--- src/rtl/meter_pkg.sv ---
// Shared defaults, output FSM encoding and the saturating magnitude helper
// used by the multichannel peak meter.
package meter_pkg;

    localparam int unsigned DEF_NUM_CH   = 2;
    localparam int unsigned DEF_SAMPLE_W = 24;
    localparam int unsigned DEF_SIZE_W   = 10;
    localparam int unsigned DEF_HOLD_W   = 8;

    // Working width for the magnitude helper; callers sign-extend into it.
    localparam int unsigned MAG_CALC_W = 64;

    typedef enum logic {
        ST_IDLE = 1'b0,
        ST_SEND = 1'b1
    } state_t;

    // |x| clamped to 2^(sample_w-1)-1 so the most negative code stays in range.
    function automatic logic [MAG_CALC_W-1:0] sat_mag(
        input logic signed [MAG_CALC_W-1:0] x,
        input int unsigned                  sample_w
    );
        logic [MAG_CALC_W-1:0] lim;
        logic [MAG_CALC_W-1:0] mag;
        lim = (MAG_CALC_W'(1) << (sample_w - 1)) - MAG_CALC_W'(1);
        mag = x[MAG_CALC_W-1] ? MAG_CALC_W'(-x) : MAG_CALC_W'(x);
        return (mag > lim) ? lim : mag;
    endfunction

endpackage

--- src/rtl/peak_meter_channel.sv ---
// One audio channel: saturating magnitude, running block maximum and
// peak-hold with delayed linear decay.
module peak_meter_channel
    import meter_pkg::*;
#(
    parameter int unsigned SAMPLE_W = DEF_SAMPLE_W,
    parameter int unsigned HOLD_W   = DEF_HOLD_W
) (
    input  logic                clk,
    input  logic                rst,
    input  logic                vin,
    input  logic                block_end,
    input  logic [SAMPLE_W-1:0] sample,
    input  logic [HOLD_W-1:0]   hold_blocks,
    input  logic [SAMPLE_W-2:0] decay_step,
    output logic [SAMPLE_W-2:0] peak,
    output logic [SAMPLE_W-2:0] hold_next
);

    localparam int unsigned MAG_W = SAMPLE_W - 1;

    logic [MAG_W-1:0]  mag;
    logic [MAG_W-1:0]  acc;
    logic [MAG_W-1:0]  hold;
    logic [MAG_W-1:0]  decayed;
    logic [HOLD_W-1:0] cnt;
    logic [HOLD_W-1:0] cnt_next;

    always_comb begin
        mag       = MAG_W'(sat_mag(MAG_CALC_W'(signed'(sample)), SAMPLE_W));
        peak      = (mag > acc) ? mag : acc;
        decayed   = (hold > decay_step) ? (hold - decay_step) : '0;
        hold_next = hold;
        cnt_next  = cnt;
        if (peak >= hold) begin
            hold_next = peak;
            cnt_next  = hold_blocks;
        end else if (cnt != '0) begin
            cnt_next = cnt - HOLD_W'(1);
        end else begin
            hold_next = (decayed > peak) ? decayed : peak;
        end
    end

    always_ff @(posedge clk) begin
        if (rst) begin
            acc  <= '0;
            hold <= '0;
            cnt  <= '0;
        end else if (vin) begin
            if (block_end) begin
                acc  <= '0;
                hold <= hold_next;
                cnt  <= cnt_next;
            end else begin
                acc <= peak;
            end
        end
    end

endmodule

--- src/rtl/multichannel_peak_meter.sv ---
// Multichannel block peak meter: shared block counter, per-channel meters and
// a snapshot FSM that streams one result per channel over a valid/ready port.
module multichannel_peak_meter
    import meter_pkg::*;
#(
    parameter int unsigned NUM_CH   = DEF_NUM_CH,
    parameter int unsigned SAMPLE_W = DEF_SAMPLE_W,
    parameter int unsigned SIZE_W   = DEF_SIZE_W,
    parameter int unsigned HOLD_W   = DEF_HOLD_W
) (
    input  logic                       mclk,
    input  logic                       mclk_rst,
    input  logic [SIZE_W-1:0]          block_size,
    input  logic [HOLD_W-1:0]          hold_blocks,
    input  logic [SAMPLE_W-2:0]        decay_step,
    input  logic                       vin,
    input  logic [NUM_CH*SAMPLE_W-1:0] din,
    output logic                       out_valid,
    input  logic                       out_ready,
    output logic [2:0]                 out_chan,
    output logic [SAMPLE_W-2:0]        out_peak,
    output logic [SAMPLE_W-2:0]        out_hold,
    output logic                       out_last,
    output logic                       overrun,
    input  logic                       overrun_clear
);

    localparam int unsigned MAG_W   = SAMPLE_W - 1;
    localparam logic [2:0]  LAST_CH = 3'(NUM_CH - 1);

    logic [SIZE_W-1:0] cnt;
    logic [SIZE_W-1:0] size_lat;
    logic [SIZE_W-1:0] eff_size;
    logic              block_end;

    // A fresh block takes the live block_size; later samples use the latched copy.
    always_comb begin
        if (cnt == '0) begin
            eff_size = (block_size == '0) ? SIZE_W'(1) : block_size;
        end else begin
            eff_size = size_lat;
        end
        block_end = vin && (((SIZE_W+1)'(cnt) + (SIZE_W+1)'(1)) == (SIZE_W+1)'(eff_size));
    end

    always_ff @(posedge mclk) begin
        if (mclk_rst) begin
            cnt      <= '0;
            size_lat <= '0;
        end else if (vin) begin
            if (cnt == '0) begin
                size_lat <= eff_size;
            end
            cnt <= block_end ? '0 : (cnt + SIZE_W'(1));
        end
    end

    logic [MAG_W-1:0] ch_peak [NUM_CH];
    logic [MAG_W-1:0] ch_hold [NUM_CH];

    for (genvar k = 0; k < NUM_CH; k++) begin : g_ch
        peak_meter_channel #(
            .SAMPLE_W(SAMPLE_W),
            .HOLD_W  (HOLD_W)
        ) u_ch (
            .clk        (mclk),
            .rst        (mclk_rst),
            .vin        (vin),
            .block_end  (block_end),
            .sample     (din[k*SAMPLE_W +: SAMPLE_W]),
            .hold_blocks(hold_blocks),
            .decay_step (decay_step),
            .peak       (ch_peak[k]),
            .hold_next  (ch_hold[k])
        );
    end

    state_t           state;
    state_t           state_next;
    logic [2:0]       chan;
    logic [2:0]       chan_next;
    logic             load;
    logic             ovr_set;
    logic             xfer;
    logic             at_last;
    logic [MAG_W-1:0] snap_peak [NUM_CH];
    logic [MAG_W-1:0] snap_hold [NUM_CH];

    always_comb begin
        at_last    = (chan == LAST_CH);
        xfer       = (state == ST_SEND) && out_ready;
        state_next = state;
        chan_next  = chan;
        load       = 1'b0;
        ovr_set    = 1'b0;
        unique case (state)
            ST_IDLE: begin
                if (block_end) begin
                    state_next = ST_SEND;
                    chan_next  = '0;
                    load       = 1'b1;
                end
            end
            ST_SEND: begin
                // Final transfer frees the snapshot slot, so a coincident block end is accepted.
                if (xfer && at_last) begin
                    chan_next = '0;
                    if (block_end) begin
                        load = 1'b1;
                    end else begin
                        state_next = ST_IDLE;
                    end
                end else begin
                    if (xfer) begin
                        chan_next = chan + 3'd1;
                    end
                    if (block_end) begin
                        ovr_set = 1'b1;
                    end
                end
            end
            default: state_next = ST_IDLE;
        endcase
    end

    always_ff @(posedge mclk) begin
        if (mclk_rst) begin
            state   <= ST_IDLE;
            chan    <= '0;
            overrun <= 1'b0;
            for (int unsigned k = 0; k < NUM_CH; k++) begin
                snap_peak[k] <= '0;
                snap_hold[k] <= '0;
            end
        end else begin
            state <= state_next;
            chan  <= chan_next;
            if (ovr_set) begin
                overrun <= 1'b1;
            end else if (overrun_clear) begin
                overrun <= 1'b0;
            end
            if (load) begin
                for (int unsigned k = 0; k < NUM_CH; k++) begin
                    snap_peak[k] <= ch_peak[k];
                    snap_hold[k] <= ch_hold[k];
                end
            end
        end
    end

    always_comb begin
        out_valid = (state == ST_SEND);
        out_chan  = chan;
        out_last  = (state == ST_SEND) && at_last;
        out_peak  = '0;
        out_hold  = '0;
        for (int unsigned k = 0; k < NUM_CH; k++) begin
            if (chan == 3'(k)) begin
                out_peak = snap_peak[k];
                out_hold = snap_hold[k];
            end
        end
    end

endmodule

--- config.mk ---
export PLATFORM = sky130hd
export DESIGN_NAME = multichannel_peak_meter
export DESIGN_NICKNAME = d
export VERILOG_FILES = /design/src/rtl/meter_pkg.sv /design/src/rtl/peak_meter_channel.sv /design/src/rtl/multichannel_peak_meter.sv
export SDC_FILE = /design/constraint.sdc
export NUM_CORES = 1
export LEC_CHECK = 0
export ABC_AREA = 1
export BUFFER_PORTS_ARGS = -buffer_cell sky130_fd_sc_hd__buf_2
export CAP_MARGIN = 20
export CORE_AREA = 4 4 232 234
export DETAILED_ROUTE_END_ITERATION = 6
export DIE_AREA = 0 0 236 238
export HOLD_SLACK_MARGIN = 0.08
export SLEW_MARGIN = 10
export SYNTH_ARGS = -nofsm -noshare
export SYNTH_HDL_FRONTEND = slang
export SYNTH_SLANG_ARGS = --single-unit
--- constraint.sdc ---
create_clock -name mclk -period 9.9 [get_ports mclk]
set_clock_uncertainty 0.15 [all_clocks]
set_input_delay 1.98 -clock mclk [delete_from_list [all_inputs] [get_ports mclk]]
set_output_delay 1.98 -clock mclk [all_outputs]
set_load 0.01 [all_outputs]
==> results of run 1 <==
## routing by layer
layer / part of all wire, % / track usage, % / wire, microns / vias to the layer above
li1: - / - / - / 10816
met1: 44 / 33.7 / 32200 / 9654
met2: 46 / 41.7 / 33600 / 697
met3: 6.1 / 2.62 / 4460 / 137
met4: 3.7 / 7.94 / 2670 / 0
met5: 0 / 0 / 0 / -
## critical path, delay by kind of cell
kind                     cells  cell delay (ps)
adder cells (fa/ha/maj)      2              460
AO/OA/AOI/OAI                1              300
buffers and inverters        6             1590
AND/OR/NAND/NOR             23             3550
## stage by stage
stage          cell area [sq um]  worst slack, ps  utilization [%]  hold slack, ps  instances
2_1_floorplan              20400             2120                -             280       3300
3_3_place_gp               21800             1740             42.0             300       4063
3_5_place_dp               21800             1720             42.0             300       4063
4_1_cts                    22800             2320             43.7             308       4115
5_1_grt                    22800             1540             43.7             330       4115
6_report                   22800             2150             43.7             302       4115
## cell usage after synthesis, drive strengths merged
cell | instances | share of area (%)
nand2 | 1109 | 20
inv | 439 | 8.1
nor2 | 348 | 7.0
a21oi | 264 | 6.5
nand3 | 238 | 5.9
ha | 193 | 12
o21ai | 162 | 4.0
dfxtp | 133 | 13
edfxtp | 92 | 14
clkbuf | 74 | 1.4
nand4 | 50 | 1.5
buf | 33 | 1.1
nand3b | 33 | 1.2
xor2 | 26 | 1.1
nor3 | 23 | 0.56
and2 | 21 | 0.64
xnor2 | 13 | 0.56
and3 | 8 | 0.24
o21a | 7 | 0.26
a21o | 6 | 0.22
or2 | 6 | 0.18
o211ai | 5 | 0.18
o21bai | 5 | 0.18
clkinv | 3 | 0.055
fa | 2 | 0.20
nor4 | 2 | 0.061
o31ai | 2 | 0.073
a2111oi | 1 | 0.043
a211oi | 1 | 0.037
a21boi | 1 | 0.037
## logic make-up after synthesis
kind of cell             Yosys count  share of synthesized area [%]
AO/OA/AOI/OAI                    454                           11.5
XOR/XNOR                          39                           1.67
adder cells (fa/ha/maj)          195                           12.0
buffers and inverters            549                           10.6
flip-flops                       225                           26.5
AND/OR/NAND/NOR                 1838                           37.7
## flip-flops by register name, indices dropped and copies added (netlist names)
| register | count |
|---|---|
| out_valid | 1 |
| g_ch.u_ch.cnt | 16 |
| snap_peak | 46 |
| g_ch.u_ch.hold | 46 |
| cnt | 10 |
| g_ch.u_ch.acc | 46 |
| overrun | 1 |
| snap_hold | 46 |
| size_lat | 10 |
| out_chan | 3 |
## layout by cell type (no fill, tap or decap), types with 3 or more instances in the layout
cell / count
nand3_1: 237
a21oi_1: 264
nand3b_1: 33
clkinvlp_4: 4
o21bai_1: 5
clkbuf_1: 5
o21ai_0: 150
or2_2: 6
nor2_4: 14
o211ai_1: 5
inv_1: 430
clkbuf_16: 29
nor2_2: 16
buf_4: 37
edfxtp_1: 92
xnor2_1: 13
nor2_1: 318
xor2_1: 26
dfxtp_1: 133
ha_1: 193
o21a_1: 7
and2_1: 20
nor3_1: 23
clkinv_2: 6
and3_1: 8
nand4_1: 50
a21o_1: 6
buf_2: 145
inv_2: 10
nand2_2: 3
nand2_1: 1105
clkbuf_8: 4
o21ai_1: 11
## how the worst max path moves through the flow
stage / from / to / slack, ps / cells after the start
2_1_floorplan: block_size[0] / snap_hold[0][0] / 2120 / 12
3_5_place_dp: din[23] / snap_hold[0][12] / 1720 / 29
4_1_cts: din[23] / snap_hold[0][12] / 2320 / 29
5_1_grt: din[23] / snap_hold[0][14] / 1540 / 32
3_3_place_gp: din[23] / snap_hold[0][12] / 1740 / 29
6_report: din[23] / snap_hold[0][14] / 2150 / 32
## where the power goes
part,switching (uW),internal (uW)
clock network,447,572
logic,696,333
registers,21.9,1000
## area by class of cell
type	instances	area [sq um]	share of cell area [%]
multi-input cells	2526	12900	56.7
clock inverters	14	114	0.500
clock buffers	38	800	3.51
well taps	688	861	3.78
inverters	442	1660	7.29
repair buffers	182	1000	4.41
flip-flops and latches	225	5430	23.8
==> results.md, run 1 <==
- DR iter-0 viols: 1982
- Worst path slowest cell: nand2_1
- I/O Buffers: 145
- Root Buffer Master: clkbuf_16
- Worst hold path class: reg -> reg
- Max Transition Viols Final: 0
- Core area: about 52000 sq um
- Initial core utilization: about two fifths
- Sequential share of the synthesized area: 26.5%
- CP Capture Type: register
- Hold path depth: 2
- Synth Instances: 3300
- Power Density: ~140 nW/um^2
- Die X-Extent: approximately 240 microns
- Peak VDD IR: 0.184 mV
- Total power: approximately 3100 uW
- Global-route wire length before repair: about 110 mm
- Antenna-violating nets left: 0
- Num ports: approximately 150
- Min-Delay Endpoint: size_lat[8]
- Clk sink count: about 230
- Layout cells sized above 1: under 10%
- Postcts setup bufs: 0
- Drt pass-1 iters: 7
- Crit share post-route: 78.3%
- Synth Cell Area: approximately 20000 sq um
- R2r setup slk: approximately 4500 ps
- Post-CTS Resized: 0
- Worst Max-Slew Pin Slew: between 1000 and 1500 ps
- Tmin final: 7750 ps
- Slew HR: between 20% and 30%
- CTS Hold Bufs: 0
- Setup-failing EPs final: 0
- Failing checks: DRC
- Final hold violation count: 0
- Max-cap viol count: 0
- Pleak: between 0.01 and 0.015 uW
- Vias in the first global route: 19628
- Site Rows: 84
- Nets: between 3000 and 4000
- Fin Setup TNS: 0 ps
- Vias: between 20000 and 25000
- Achievable Freq: about 0.13 GHz
- Status: finished with violations
- Mapped Avg Cell Area: slightly above 6 sq um
- Unrepaired setup endpoints after global routing: false
- CTS Buf Count: 28
- Category of the most critical setup path: in -> reg
- Worst R2R Start: g_ch[0].u_ch.hold[8]
- CP startpoint kind: input pin
- CTS clock-pin slew for the worst setup and hold paths: approximately 60 ps
- Remaining Overflow, GRT: 0
- Synth Register Bits: 225
- Hold wc startpoint: size_lat[8]
- Number of antenna diodes: 0
- Yosys cell types: 41
- R2R Path End: snap_hold[0][14]
- Routability cong.: approximately 1.0
- H-tree Lvls: 1
- DR vias/cell: 5.18
- Worst Path Max Fanout: 29
- Post-Route WL: 72.9 mm
- Syn_nets: 3589
- Clock Latency Late Sink: 590 ps
- Initial antenna violation count: 2
- FILL cells: approximately 5700
- Die height: about 240 microns
- DRC viols: 4
- Drt wl/cell: 17.7 microns
- CP required: between 10000 and 15000 ps
- GRT Util Overall: about a quarter
- Worst path max stage delay: slightly above 400 ps
- Worst Path Arrival: approximately 8000 ps
- Cell mode on critical path: nand2_1
- Worst-case reg-to-reg path depth: 23
- CTS tree: yes
- Largest net degree at the start of global routing: 101
- P&R area growth vs syn: 11.3%
- HPWL after DPL: between 50 and 60 mm
- Clk buf depth: 3
- DIE AREA: between 50000 and 60000 sq um
- Ys Warns: 0
Power figures use the tool's default switching activity.
==> run 2: changes to the inputs <==
- clock period: 9.9 -> 6.89 ns (I/O delays scaled with it)
==> run 2 against run 1 <==
  * The flow now finishes without violations
  * Via count grew 0.11%
  * Critical path depth is the same
  * Sequential cell count is the same
  * Sequential power grew 44%
  * Die area is the same
  * Count of clock-buffer cells in the layout shrank 6
  * Critical path type unchanged
  * Total power grew 44%
  * First-iteration DRC count grew 2.1%
  * Largest cell class unchanged
  * Clock power grew 42%
  * Global-route usage shrank 0.087 points
  * Cell count grew 0.46%
==> results.md, run 2 (synthesized netlist as in run 1, its figures left out) <==
- Status: finished clean (was finished with violations)
- Pleak: 0.0117 uW (was 0.0116 uW)
- Register share of total power: 33.2% (was 33.3%)
- Most frequent cells in the layout: nand2_1, inv_1, nor2_1 (unchanged)
- Switching share of total power: 37.8% (was 37.9%)
- CP startpoint kind: input pin (unchanged)
- Placed Instances: 4082 (was 4063)
- Max-cap viol count: 0 (unchanged)
- Achievable Freq: ~0.16 GHz
- Comb pwr share: 34.0% (was 33.5%)
- Category of the most critical setup path: in -> reg (unchanged)
- Layout cells sized above 1: 8.56% (was 8.20%)
- Antenna-violating nets left: 0 (unchanged)
- Largest net degree at the start of global routing: 101 (unchanged)
- DR vias/cell: 5.16 (was 5.18)
- Worst path max stage delay: 460 ps (was 410 ps)
- Max Transition Viols Final: 0 (unchanged)
- Final hold violation count: 0 (unchanged)
- CTS Buf Count: 28 (unchanged)
- CTS clock-pin slew for the worst setup and hold paths: 60 ps (about the same)
- Worst path slowest cell: o21ai_1 (was nand2_1)
- Post-Route WL: 72.8 mm (was 72.9 mm)
- Remaining Overflow, GRT: 0 (unchanged)
- Num ports: 146 (unchanged)
- Die X-Extent: 236 microns (unchanged)
- Peak VDD IR: 0.206 mV (was 0.184 mV)
- Root Buffer Master: clkbuf_16 (unchanged)
- Vias in the first global route: 19591 (was 19628)
- CP required: 7260 ps (was 10050 ps)
- Cell mode on critical path: nand2_1 (unchanged)
- Post-CTS Resized: 0 (unchanged)
- CP Capture Type: register (unchanged)
- Vias: 21328 (was 21304)
- Initial antenna violation count: 0 (was 2)
- HPWL after DPL: 58.3 mm (was 57.6 mm)
- CTS tree: yes (unchanged)
- Clock Latency Late Sink: 580 ps (was 590 ps)
- Nets: 3713 (was 3694)
- Power Density: 194 nW/um^2 (was 135 nW/um^2)
- Hold path depth: 2 (unchanged)
- Hold slack final: 306 ps (was 302 ps)
- Postcts setup bufs: 0 (unchanged)
- Int Pwr: 2760 uW (was 1910 uW)
- H-tree Lvls: 1 (unchanged)
- Sw power: 1670 uW (was 1170 uW)
- DP Worst Slack: 106 ps (was 1720 ps)
- Site Rows: 84 (unchanged)
- Initial core utilization: 39.3% (unchanged)
- I/O Buffers: 145 (unchanged)
- Tmin final: just over 6000 ps
- Fin Setup TNS: 0 ps (unchanged)
- Clk sink count: 225 (unchanged)
- Clock power frac: 32.8% (was 33.2%)
- DRC viols: 0 (was 4)
- Number of antenna diodes: 0 (unchanged)
- Worst Path Max Fanout: 23 (was 29)
- Total power: 4430 uW (was 3070 uW)
- Drt pass-1 iters: 6 (was 7)
- Crit share post-route: 89.9%
- GRT Util Overall: 24.7% (was 24.8%)
- DR iter-0 viols: 2023 (was 1982)
- Clk buf depth: 3 (unchanged)
- Global-route wire length before repair: 111 mm (was 112 mm)
- DIE AREA: 56200 sq um (unchanged)
- Worst-case reg-to-reg path depth: 27 (was 23)
- Drt wl/cell: 17.6 microns (was 17.7 microns)
- Worst Path Arrival: 6560 ps (was 7910 ps)
- Core area: 52000 sq um (unchanged)
- Final WS setup: 696 ps (was 2150 ps)
- Unrepaired setup endpoints after global routing: false (unchanged)
- Cell Count, Final, Fillers Out: 4134 (was 4115)
- Worst hold path class: reg -> reg (unchanged)
- Worst Max-Slew Pin Slew: 993 ps (was 1090 ps)
- P&R area growth vs syn: 12.0% (was 11.3%)
- Die height: 238 microns (unchanged)
- Routability cong.: 0.992 (was 0.996)
- Slew HR: 33.8% (was 27.5%)
- Setup-failing EPs final: 0 (unchanged)
- Commonest non-fill, non-tap cell in the layout: nand2_1 (unchanged)
- CTS Hold Bufs: 0 (unchanged)
run 2: area by class of cell:
class	count	area, sq um
multi-input cells	2526	12900
flip-flops and latches	225	5430
inverters	442	1660
repair buffers	201	1170
well taps	688	861
clock buffers	32	716
fillers	5641	29100
clock inverters	20	175
run 2: power groups by stage:
stage	combinational [uW]	clock, uW	sequential [uW]
2_1_floorplan	990	0	1490
3_3_place_gp	1490	0	1500
3_5_place_dp	1490	0	1500
4_1_cts	1490	1480	1470
5_1_grt	1690	1530	1480
6_report	1510	1450	1470
run 2: metal layers:
| metal | track usage, % | part of all wire, % |
|---|---|---|
| met1 | 33.3 | 45 |
| met2 | 41.2 | 45 |
| met3 | 2.99 | 6.0 |
| met4 | 8.79 | 4.1 |
| met5 | 0 | 0 |
run 2: final timing paths:
kind / end / slack [ps] / start
setup / recovery: g_ch[0].u_ch.cnt[4] / 700 / din[17]
hold / removal: size_lat[8] / 310 / size_lat[8]
setup reg to reg: snap_hold[0][17] / 1920 / g_ch[0].u_ch.hold[0]
hold reg to reg: size_lat[8] / 310 / size_lat[8]
run 2: critical path: cells and delay by family:
kind                       cells  cell delay (ps)
and+or+nand+nor               22             3100
buffers and inverters          6              830
adders and majority gates      2              500
AOI/OAI and AO/OA              2              740
run 2: stage by stage:
step           util, %  area [sq um]
6_report          44.0         22900
2_1_floorplan        -         20400
3_3_place_gp      42.3         22000
4_1_cts           44.0         22900
3_5_place_dp      42.3         22000
5_1_grt           44.0         22900
==> run 3: changes to the inputs <==
- CTS_BUF_LIST: not set -> sky130_fd_sc_hd__clkbuf_4 sky130_fd_sc_hd__clkbuf_8
- SLEW_MARGIN: 10 -> 20
==> run 3 against run 2 <==
  * Sequential cell count stayed put
  * Register-to-register slack got worse by 40 ps
  * Global-route usage up 0.18 points
  * Critical path type unchanged
  * Largest power group unchanged
  * Highest routed layer unchanged
==> results.md, run 3 (synthesized netlist as in run 1, its figures left out) <==
- CP startpoint kind: input pin (unchanged)
- Largest net degree at the start of global routing: 101 (unchanged)
- Worst path max stage delay: 440 ps (was 460 ps)
- DR vias/cell: 5.15 (was 5.16)
- Nets: 3727 (was 3713)
- Vias in the first global route: 19701 (was 19591)
- Drt wl/cell: 17.5 microns (was 17.6 microns)
- DP Worst Slack: 106 ps (unchanged)
- Cell mode on critical path: nand2_1 (unchanged)
- Global Route met1 Usage: 33.4% (was 33.3%)
- Worst-case reg-to-reg path depth: 27 (unchanged)
- Core Util, Final: 44.1% (was 44.0%)
- Setup-failing EPs final: 0 (unchanged)
- P&R area growth vs syn: 12.3% (was 12.0%)
- Status: finished clean (unchanged)
- Achievable Freq: 0.164 GHz (was 0.161 GHz)
- Worst hold path class: reg -> reg (unchanged)
- Int Pwr: 2810 uW (was 2760 uW)
- Routing usage on met2: 40.9% (was 41.2%)
- CTS tree: yes (unchanged)
- CTS clock-pin slew for the worst setup and hold paths: 60 ps (about the same)
- Power Density: 195 nW/um^2 (was 194 nW/um^2)
- Clk buf depth: 3 (unchanged)
- Comb pwr share: 33.7% (was 34.0%)
- Worst Path Max Fanout: 23 (unchanged)
- Category of the most critical setup path: in -> reg (unchanged)
- Cell Count, Final, Fillers Out: 4159 (was 4134)
- CP required: 7290 ps (was 7260 ps)
- Hold path depth: 2 (unchanged)
- GR Util met3: 3.47% (was 2.99%)
- CTS Hold Bufs: 0 (unchanged)
- Register share of total power: 32.9% (was 33.2%)
- Die X-Extent: 236 microns (unchanged)
- Tmin final: 6110 ps (was 6190 ps)
- Drt pass-1 iters: 6 (unchanged)
- DR iter-0 viols: 1956 (was 2023)
- Finished Cell Area: 23000 sq um (was 22900 sq um)
- Commonest non-fill, non-tap cell in the layout: nand2_1 (unchanged)
- Initial core utilization: 39.3% (unchanged)
- GRT Util Overall: 24.9% (was 24.7%)
- Switching share of total power: 37.4% (was 37.8%)
- Placed Area: 22000 sq um (unchanged)
- Postcts setup bufs: 0 (unchanged)
- Routability cong.: 0.992 (unchanged)
- DRC viols: 0 (unchanged)
- Max Transition Viols Final: 0 (unchanged)
- Global-route wire length before repair: 111 mm (about the same)
- FILL cells: 5658 (was 5641)
- CP Capture Type: register (unchanged)
- Clock Latency Late Sink: 620 ps (was 580 ps)
- H-tree Lvls: 2 (was 1)
- Sw power: 1670 uW (about the same)
- CTS Buf Count: 42 (was 28)
- Peak VDD IR: 0.117 mV (was 0.206 mV)
- Fin Setup TNS: 0 ps (unchanged)
- Num ports: 146 (unchanged)
- HPWL after DPL: 58.3 mm (unchanged)
- Worst Max-Slew Pin Slew: 983 ps (was 993 ps)
- Initial antenna violation count: 0 (unchanged)
- Layout cells sized above 1: 9.42% (was 8.56%)
- Clock power frac: 33.5% (was 32.8%)
- Unrepaired setup endpoints after global routing: false (unchanged)
- Site Rows: 84 (unchanged)
- Worst Path Arrival: 6510 ps (was 6560 ps)
- Vias: 21429 (was 21328)
- Root Buffer Master: clkbuf_8 (was clkbuf_16)
- Final WS setup: 776 ps (was 696 ps)
- Placed Instances: 4082 (unchanged)
- Post-Route WL: 73.0 mm (was 72.8 mm)
- Final hold violation count: 0 (unchanged)
- Slew HR: 34.5% (was 33.8%)
- Max-cap viol count: 0 (unchanged)
- Busiest grt layer: met2 (unchanged)
- Die height: 238 microns (unchanged)
- Most frequent cells in the layout: nand2_1, inv_1, nor2_1 (unchanged)
- Antenna-violating nets left: 0 (unchanged)
- Crit share post-route: 88.7% (was 89.9%)
- Clk sink count: 225 (unchanged)
- Number of antenna diodes: 0 (unchanged)
- Core area: 52000 sq um (unchanged)
- DIE AREA: 56200 sq um (unchanged)
- Remaining Overflow, GRT: 0 (unchanged)
- I/O Buffers: 145 (unchanged)
- Worst path slowest cell: o21ai_1 (unchanged)
- Pleak: 0.0118 uW (was 0.0117 uW)
- Post-CTS Resized: 0 (unchanged)
run 3: critical path: cells and delay by family:
kind | cells | cell delay [ps]
fa+ha+maj | 2 | 500
compound gates | 2 | 730
simple gates | 22 | 3060
buf+inv | 6 | 830
run 3: per-layer routing:
metal	vias up	routed length, microns
met5	-	0
met1	9691	32200
met3	149	4750
met2	685	32800
met4	0	3170
li1	10904	-
run 3: power groups by stage:
stage                     combinational (uW)  sequential [uW]  clock [uW]
after global placement                  1490             1500           0
after global routing                    1690             1480        1580
after floorplan                          990             1490           0
after detailed placement                1490             1500           0
after CTS                               1490             1470        1520
final                                   1510             1470        1500
run 3: worst paths after layout:
path	from	end	slack (ps)
hold reg to reg	size_lat[8]	size_lat[8]	310
hold / removal	size_lat[8]	size_lat[8]	310
setup / recovery	din[17]	g_ch[0].u_ch.cnt[4]	780
setup reg to reg	g_ch[0].u_ch.hold[0]	snap_hold[0][15]	1880
run 3: layout make-up:
class	count	area [sq um]	share of cell area (%)
Tap cell	688	861	3.75
Inverter	442	1660	7.23
Clock buffer	67	822	3.58
Timing Repair Buffer	201	1170	5.10
Multi-Input combinational cell	2526	12900	56.1
Clock inverter	10	130	0.567
Sequential cell	225	5430	23.6
run 3: through the flow:
step,hold WS [ps],total power (uW)
final,306,4480
after global routing,332,4750
after detailed placement,301,2980
after floorplan,280,2480
after CTS,310,4490
after global placement,295,2980
